## config.mk

```make
export PLATFORM = sky130hd
export DESIGN_NAME = coincidence_histogram_flat
export DESIGN_NICKNAME = d
export VERILOG_FILES = /design/src/rtl/tca_pkg.sv /design/src/rtl/coincidence_histogram_if.sv /design/src/rtl/tdc_event_decoder.sv /design/src/rtl/coincidence_histogram.sv /design/src/flat_wrapper.sv
export SDC_FILE = /design/constraint.sdc
export NUM_CORES = 2
export LEC_CHECK = 0
export CORE_AREA = 2 2 388 679
export DETAILED_ROUTE_END_ITERATION = 7
export DIE_AREA = 0 0 390 681
export DONT_BUFFER_PORTS = 1
export SYNTH_ARGS = -nofsm -noshare
export SYNTH_HDL_FRONTEND = slang
export SYNTH_SLANG_ARGS = --single-unit
```

## constraint.sdc

```tcl
create_clock -name clk -period 9 [get_ports clk]
set_input_delay 2.25 -clock clk [delete_from_list [all_inputs] [get_ports clk]]
set_output_delay 2.25 -clock clk [all_outputs]
set_load 0.01 [all_outputs]
```

## src/rtl/tca_pkg.sv

```systemverilog
// ============================================================================
//  Module      : tca_pkg
//  Description : Shared histogram geometry and TDC event classes.
//  Revision    : 1.0
// ============================================================================
`default_nettype none

package tca_pkg;

    localparam int N_BINS = 64;
    localparam int N_ADDR = 128;

    typedef enum logic [1:0] {
        EV_H12  = 2'd0,
        EV_H21  = 2'd1,
        EV_ZERO = 2'd2,
        EV_DROP = 2'd3
    } ev_class_e;

    // END=11 marks a zero-delay coincidence regardless of the start code.
    function automatic ev_class_e classify(input logic [1:0] start_code,
                                           input logic [1:0] end_code);
        ev_class_e cls;
        cls = EV_DROP;
        if (end_code == 2'b11)
            cls = EV_ZERO;
        else if (start_code == 2'b01 && end_code == 2'b10)
            cls = EV_H12;
        else if (start_code == 2'b10 && end_code == 2'b01)
            cls = EV_H21;
        return cls;
    endfunction

endpackage

`default_nettype wire

```

## src/rtl/coincidence_histogram_if.sv

```systemverilog
// ============================================================================
//  Module      : coincidence_histogram_if
//  Description : Bin read bus of the coincidence histogram.
//  Revision    : 1.0
// ============================================================================
`default_nettype none

interface coincidence_histogram_if #(
    parameter int BIN_W = 16
);
    logic             rd_req;
    logic [6:0]       rd_addr;
    logic [BIN_W-1:0] rd_data;
    logic             rd_valid;

    modport master (output rd_req, rd_addr, input rd_data, rd_valid);
    modport slave  (input rd_req, rd_addr, output rd_data, rd_valid);
endinterface

`default_nettype wire

```

## src/rtl/tdc_event_decoder.sv

```systemverilog
// ============================================================================
//  Module      : tdc_event_decoder
//  Description : Strobe edge detect, capture and classification of TDC events.
//  Revision    : 1.0
// ============================================================================
`default_nettype none

module tdc_event_decoder
    import tca_pkg::*;
(
    input  wire logic       clk,
    input  wire logic       rst,
    input  wire logic [1:0] i_start_code,
    input  wire logic [1:0] i_end_code,
    input  wire logic [5:0] i_interval,
    input  wire logic       i_data_arrived,
    input  wire logic       i_acq_en,
    output logic            o_valid,
    output ev_class_e       o_class,
    output logic [5:0]      o_bin
);

    logic      r_da_prev;
    logic      r_valid;
    ev_class_e r_class;
    logic [5:0] r_bin;
    logic      w_edge;

    // Only the rising edge of the strobe counts; a two-cycle strobe is one event.
    assign w_edge = i_data_arrived & ~r_da_prev;

    always_ff @(posedge clk) begin
        if (rst) begin
            r_da_prev <= 1'b0;
            r_valid   <= 1'b0;
            r_class   <= EV_DROP;
            r_bin     <= '0;
        end else begin
            r_da_prev <= i_data_arrived;
            r_valid   <= w_edge & i_acq_en;
            if (w_edge) begin
                r_class <= classify(i_start_code, i_end_code);
                r_bin   <= i_interval;
            end
        end
    end

    assign o_valid = r_valid;
    assign o_class = r_class;
    assign o_bin   = r_bin;

endmodule

`default_nettype wire

```

## src/rtl/coincidence_histogram.sv

```systemverilog
// ============================================================================
//  Module      : coincidence_histogram
//  Description : Two 64-bin TDC delay histograms (H12, H21) with clear sweep.
//                Define CLEAR_ON_READ_EN for destructive (clear-on-read) reads.
//  Revision    : 1.0
// ============================================================================
`default_nettype none

module coincidence_histogram
    import tca_pkg::*;
#(
    parameter int BIN_W = 16,
    parameter int CNT_W = 32
) (
    input  wire logic             clk,
    input  wire logic             rst,
    input  wire logic [1:0]       START_signal,
    input  wire logic [1:0]       END_signal,
    input  wire logic [5:0]       INTERVAL,
    input  wire logic             data_arrived,
    input  wire logic             acq_en,
    input  wire logic             clear,
    output logic                  busy,
    coincidence_histogram_if.slave rd,
    output logic [CNT_W-1:0]      event_count,
    output logic [15:0]           drop_count
);

    localparam logic [0:0] c_ST_IDLE  = 1'b0;
    localparam logic [0:0] c_ST_SWEEP = 1'b1;
    localparam logic [6:0] c_H21_BASE = 7'(N_BINS);
    localparam logic [6:0] c_LAST     = 7'(N_ADDR - 1);

    logic             w_ev_valid;
    ev_class_e        w_ev_class;
    logic [5:0]       w_ev_bin;

    logic [0:0]       r_state;
    logic [6:0]       r_sweep_addr;
    logic             r_busy;
    logic             r_rd_valid;
    logic [BIN_W-1:0] r_rd_data;
    logic [CNT_W-1:0] r_event_count;
    logic [15:0]      r_drop_count;
    logic [BIN_W-1:0] r_bins [N_ADDR];

    logic             w_sweeping;
    logic             w_commit;
    logic             w_accept;
    logic             w_drop;
    logic             w_rd_fire;
    logic             w_cor_fire;
    logic             w_inc_a_en;
    logic             w_inc_b_en;
    logic [6:0]       w_inc_a_addr;
    logic [BIN_W-1:0] w_base_a;
    logic [BIN_W-1:0] w_base_b;

    function automatic logic [BIN_W-1:0] sat_inc(input logic [BIN_W-1:0] v);
        return (&v) ? v : v + BIN_W'(1);
    endfunction

    tdc_event_decoder u_decoder (
        .clk            (clk),
        .rst            (rst),
        .i_start_code   (START_signal),
        .i_end_code     (END_signal),
        .i_interval     (INTERVAL),
        .i_data_arrived (data_arrived),
        .i_acq_en       (acq_en),
        .o_valid        (w_ev_valid),
        .o_class        (w_ev_class),
        .o_bin          (w_ev_bin)
    );

    assign w_sweeping = (r_state == c_ST_SWEEP);
    assign w_commit   = w_ev_valid & ~w_sweeping & ~rst;
    assign w_accept   = w_commit & (w_ev_class != EV_DROP);
    // Events landing during a sweep are lost, so they are accounted as drops.
    assign w_drop     = w_ev_valid & (w_sweeping | (w_ev_class == EV_DROP));
    assign w_rd_fire  = rd.rd_req & ~w_sweeping;
    assign w_inc_a_en = w_accept;
    assign w_inc_b_en = w_commit & (w_ev_class == EV_ZERO);

`ifdef CLEAR_ON_READ_EN
    assign w_cor_fire = w_rd_fire;
`else
    assign w_cor_fire = 1'b0;
`endif

    always_comb begin
        w_inc_a_addr = {1'b0, w_ev_bin};
        case (w_ev_class)
            EV_H21:  w_inc_a_addr = c_H21_BASE + 7'(w_ev_bin);
            EV_ZERO: w_inc_a_addr = '0;
            default: w_inc_a_addr = {1'b0, w_ev_bin};
        endcase
    end

    // A bin cleared by a read in the same cycle counts up from zero.
    assign w_base_a = (w_cor_fire && rd.rd_addr == w_inc_a_addr) ? '0 : r_bins[w_inc_a_addr];
    assign w_base_b = (w_cor_fire && rd.rd_addr == c_H21_BASE)   ? '0 : r_bins[c_H21_BASE];

    always_ff @(posedge clk) begin
        if (!rst) begin
            if (w_sweeping) begin
                r_bins[r_sweep_addr] <= '0;
            end else begin
                if (w_cor_fire)
                    r_bins[rd.rd_addr] <= '0;
                if (w_inc_a_en)
                    r_bins[w_inc_a_addr] <= sat_inc(w_base_a);
                if (w_inc_b_en)
                    r_bins[c_H21_BASE] <= sat_inc(w_base_b);
            end
        end
    end

    always_ff @(posedge clk) begin
        if (rst) begin
            r_state       <= c_ST_SWEEP;
            r_sweep_addr  <= '0;
            r_busy        <= 1'b1;
            r_rd_valid    <= 1'b0;
            r_rd_data     <= '0;
            r_event_count <= '0;
            r_drop_count  <= '0;
        end else begin
            r_rd_valid <= w_rd_fire;
            if (w_rd_fire)
                r_rd_data <= r_bins[rd.rd_addr];

            case (r_state)
                c_ST_IDLE: begin
                    if (clear) begin
                        r_state      <= c_ST_SWEEP;
                        r_busy       <= 1'b1;
                        r_sweep_addr <= '0;
                    end
                end
                default: begin
                    r_sweep_addr <= r_sweep_addr + 7'd1;
                    if (r_sweep_addr == c_LAST) begin
                        r_state <= c_ST_IDLE;
                        r_busy  <= 1'b0;
                    end
                end
            endcase

            if (clear && !w_sweeping) begin
                r_event_count <= '0;
                r_drop_count  <= '0;
            end else begin
                if (w_accept && !(&r_event_count))
                    r_event_count <= r_event_count + CNT_W'(1);
                if (w_drop && !(&r_drop_count))
                    r_drop_count <= r_drop_count + 16'd1;
            end
        end
    end

    assign busy        = r_busy;
    assign rd.rd_valid = r_rd_valid;
    assign rd.rd_data  = r_rd_data;
    assign event_count = r_event_count;
    assign drop_count  = r_drop_count;

endmodule

`default_nettype wire

```

## src/flat_wrapper.sv

```systemverilog
// flat-port wrapper written by rule: the top's interface ports become plain ports
module coincidence_histogram_flat import tca_pkg::*;
#(
    parameter int BIN_W = 16,
    parameter int CNT_W = 32
)
  (clk, rst, START_signal, END_signal, INTERVAL, data_arrived, acq_en, clear, busy, event_count, drop_count, rd_rd_req, rd_rd_addr, rd_rd_data, rd_rd_valid);
  coincidence_histogram_if #(.BIN_W(BIN_W)) rd_i ();
  input  wire logic clk;
  input  wire logic rst;
  input  wire logic [1:0] START_signal;
  input  wire logic [1:0] END_signal;
  input  wire logic [5:0] INTERVAL;
  input  wire logic data_arrived;
  input  wire logic acq_en;
  input  wire logic clear;
  output logic busy;
  output logic [CNT_W-1:0] event_count;
  output logic [15:0] drop_count;
  input wire logic [$bits(rd_i.rd_req)-1:0] rd_rd_req;
  input wire logic [$bits(rd_i.rd_addr)-1:0] rd_rd_addr;
  output wire logic [$bits(rd_i.rd_data)-1:0] rd_rd_data;
  output wire logic [$bits(rd_i.rd_valid)-1:0] rd_rd_valid;
  assign rd_i.rd_req = rd_rd_req;
  assign rd_i.rd_addr = rd_rd_addr;
  assign rd_rd_data = rd_i.rd_data;
  assign rd_rd_valid = rd_i.rd_valid;
  coincidence_histogram #(.BIN_W(BIN_W), .CNT_W(CNT_W)) u_core (.clk(clk), .rst(rst), .START_signal(START_signal), .END_signal(END_signal), .INTERVAL(INTERVAL), .data_arrived(data_arrived), .acq_en(acq_en), .clear(clear), .busy(busy), .rd(rd_i), .event_count(event_count), .drop_count(drop_count));
endmodule
```

==> out/qor.yml <==
sta:
  rsz0062_at_grt: "no"
  timing.fmax_ghz: 0.128
  setup_violations: 0
  hold_viol_final: 0
  fin_setup_tns_ns: 0
  worst_pin_slew_ns: 2.84
  maxSlewViolCount: 306
  clock_skew_ns: 0.127
  fin_crit_sh_pct: 86.9
  slew-limit-headroom_pct: -89.5
  min_period_ns: 7.82
  fin_ws_ns: 1.18
global_routing:
  grt_pass1_wl_um: 567000
  grtUsageTotal_pct: 30.9
  grt_max_degree: 513
  grt_pass1_vias: 68691
  antenna_found_initial: 33
  overflow: 0
clock_network:
  clockBufferDepth: 4
  cts_resized: 0
  clk_latency_ns: 0.96
  cts_sinks: 2132
  hold_buffers: 0
  cts_tree: "done"
  cts_inserted_buffers: 204
  root_buffer: "clkbuf_16"
  path_clk_slew_ns: 0.07
  htreeDepth: 4
  postCtsSetupBuffers: 0
worst_setup_path:
  crit_family: "compound AO/OA/AOI/OAI gates"
  crit_fanout: 55
  crit_arrival_ns: 8.46
  setup.worst_path.start_class: "flip-flop"
  slowest_delay_ns: 1.29
  cp_cell_sequence: "inv_1 -> ha_4 -> o21a_4 -> buf_12 -> buf_4 -> a211oi_1 -> a2111oi_1 -> a2111oi_1 -> buf_4 -> a211oi_2 -> nor4_4 -> a2111oi_4 -> xnor2_1 -> nor2_4 -> buf_12"
  crit_path_end_kind: "flip-flop"
  criticalPathCategory: "flip-flop to flip-flop"
  crit_buf_inv: 5
  required_ns: 9.64
  slowest_stage: "a2111oi_1"
drt:
  drt_first_pass_iters: 8
  drtIter0Drc: 10648
  drc: 6
  vias: 70849
  wl_um: 420000
  drtAntennaViolNets: 0
  vias_per_cell: 7.19
  wire_per_inst_um: 42.6
synthesis:
  synth_edf_count: 2048
  synth-seq-cells: 2132
  synth_warnings: 0
  syn_avg_cell_area_sq_um: 16.1
  yosysSeqAreaShare_pct: 61.0
  yosys.cell_count.top_type: "edfxtp_1"
  syn_nets: 6471
  yosysTopAreaCell: "edfxtp_1"
  synthCells: 6439
  yosysTopAreaCellShare_pct: 59.4
  synthArstFlopShare_pct: 0
  yosys_most_used_dff: "edfxtp_1"
  synthesis.area_sq_um: 104000
  synthTopCellsByCount: "2048 x edfxtp_1, 738 x mux4_2, 372 x nor2_1"
  yosys-top-cells-area: "edfxtp_1 59%, mux4_2 16%, mux2i_1 3.6%"
  ys_types: 110
power_and_ir_drop:
  cellPowerDensity_nw_per_um2: 185
  p_total_mw: 21.2
  peakVddDrop_uv: 182
  p_leak_nw: 38.7
die:
  die_w_um: 390
  start_util_pct: 39.8
  core_area_sq_um: 260000
  rows: 248
  dieHeight_um: 681
  io_pins: 89
  die_area_sq_um: 266000
flow_run:
  cap_violations: 1
final_layout:
  nets: 6323
  multi_input_area_sq_um: 38200
  area_growth_pct: 10.7
  ff_latch_area_sq_um: 63200
  n_fill_cell: 22613
  drive_gt1_share_pct: 24.7
placement:
  gp_congestion: 1.01
  hpwl_um: 252000
  place.port_buffers: 0
  dp_slack_ns: 1.60
min_path:
  hp-class: "flip-flop to flip-flop"
outcome:
  violations: "design-rule violations, max-capacitance violations, max-slew violations"
  status: "finished with violations"
## worst paths after layout
check / start / to / slack (ns) / cells after the start
max: u_core.u_decoder.o_class[0] / u_core.r_bins[36][11] / 1.18 / 15
min: u_core.rd.rd_data[9] / u_core.rd.rd_data[9] / 0.56 / 2
max reg2reg: u_core.u_decoder.o_class[0] / u_core.r_bins[36][11] / 1.18 / 15
min reg2reg: u_core.rd.rd_data[9] / u_core.rd.rd_data[9] / 0.56 / 2
## cell type report
| cell class | count | area share (%) |
|---|---|---|
| clock inverter | 104 | 0.893 |
| sequential | 2132 | 55.1 |
| clock buffer | 257 | 4.78 |
| timing repair buffer | 210 | 1.87 |
| tap | 3375 | 3.68 |
| antenna | 32 | 0.0699 |
| inverter | 73 | 0.243 |
| multi-input combinational | 3670 | 33.3 |
## per-stage QoR
step                utilization, %  area [sq um]  std cells  hold slack (ns)
global route                  44.1        115000       9830            0.579
finish                        44.1        115000       9853            0.556
detailed placement            41.5        108000       9455            0.540
global placement              41.5        108000       9451            0.528
floorplan                        -        104000       6439            0.490
CTS                           44.0        114000       9816            0.557
## cells in the final DEF, fill, tap and decap left out, drive strengths merged, types with 38 or more instances in the layout
cell	synthesis	layout
a211oi	121	121
a31oi	74	74
nand2b	38	38
dfxtp	84	84
mux2	125	125
nor2b	64	64
nand2	235	235
o22ai	114	114
clkinv	2	69
mux2i	370	370
buf	377	210
o211ai	38	38
o21ai	165	165
clkbuf	187	257
a2bb2oi	49	49
nand3	73	73
mux4	738	738
a221oi	102	102
edfxtp	2048	2048
nor3	38	38
a22oi	44	44
nor2	377	377
a21oi	258	258
o221ai	88	88
inv	71	82
## worst min-delay path, delay by kind of cell (launching register included)
family / cells / cell delay (ns)
simple gates: 1 / 0.11
flops: 1 / 0.35
compound gates: 1 / 0.05
## cell families after synthesis
kind of cell             after synthesis  share of synthesized area [%]
AO/OA/AOI/OAI                       1380                           9.61
multiplexers                        1233                           21.0
flip-flops                          2132                           61.0
XOR/XNOR                              64                          0.541
AND/OR/NAND/NOR                      984                           4.49
adder cells (fa/ha/maj)                9                          0.109
buffers and inverters                637                           3.25
## report_power, final
group / total (mW) / internal [mW] / switching (mW) / leakage (nW)
registers: 10.7 / 10.7 / 0.0282 / 24.3
logic: 1.72 / 0.534 / 1.19 / 11.2
clock network: 8.77 / 4.82 / 3.94 / 3.17
## sequential cells by signal (all words and copies together), names as in the netlist, 2 cells and up
signal / cells
u_core.drop_count: 16
u_core.event_count: 32
u_core.r_bins: 2048
u_core.r_sweep_addr: 7
u_core.rd.rd_data: 16
u_core.u_decoder.o_bin: 6
u_core.u_decoder.o_class: 2
## metal layers
metal | track usage (%) | wire length, um
met5 | 0 | 119
met4 | 28.2 | 46600
met3 | 8.31 | 49000
met2 | 47.7 | 191000
met1 | 35.0 | 133000
Note: power is estimated with default switching activity, not from simulation.
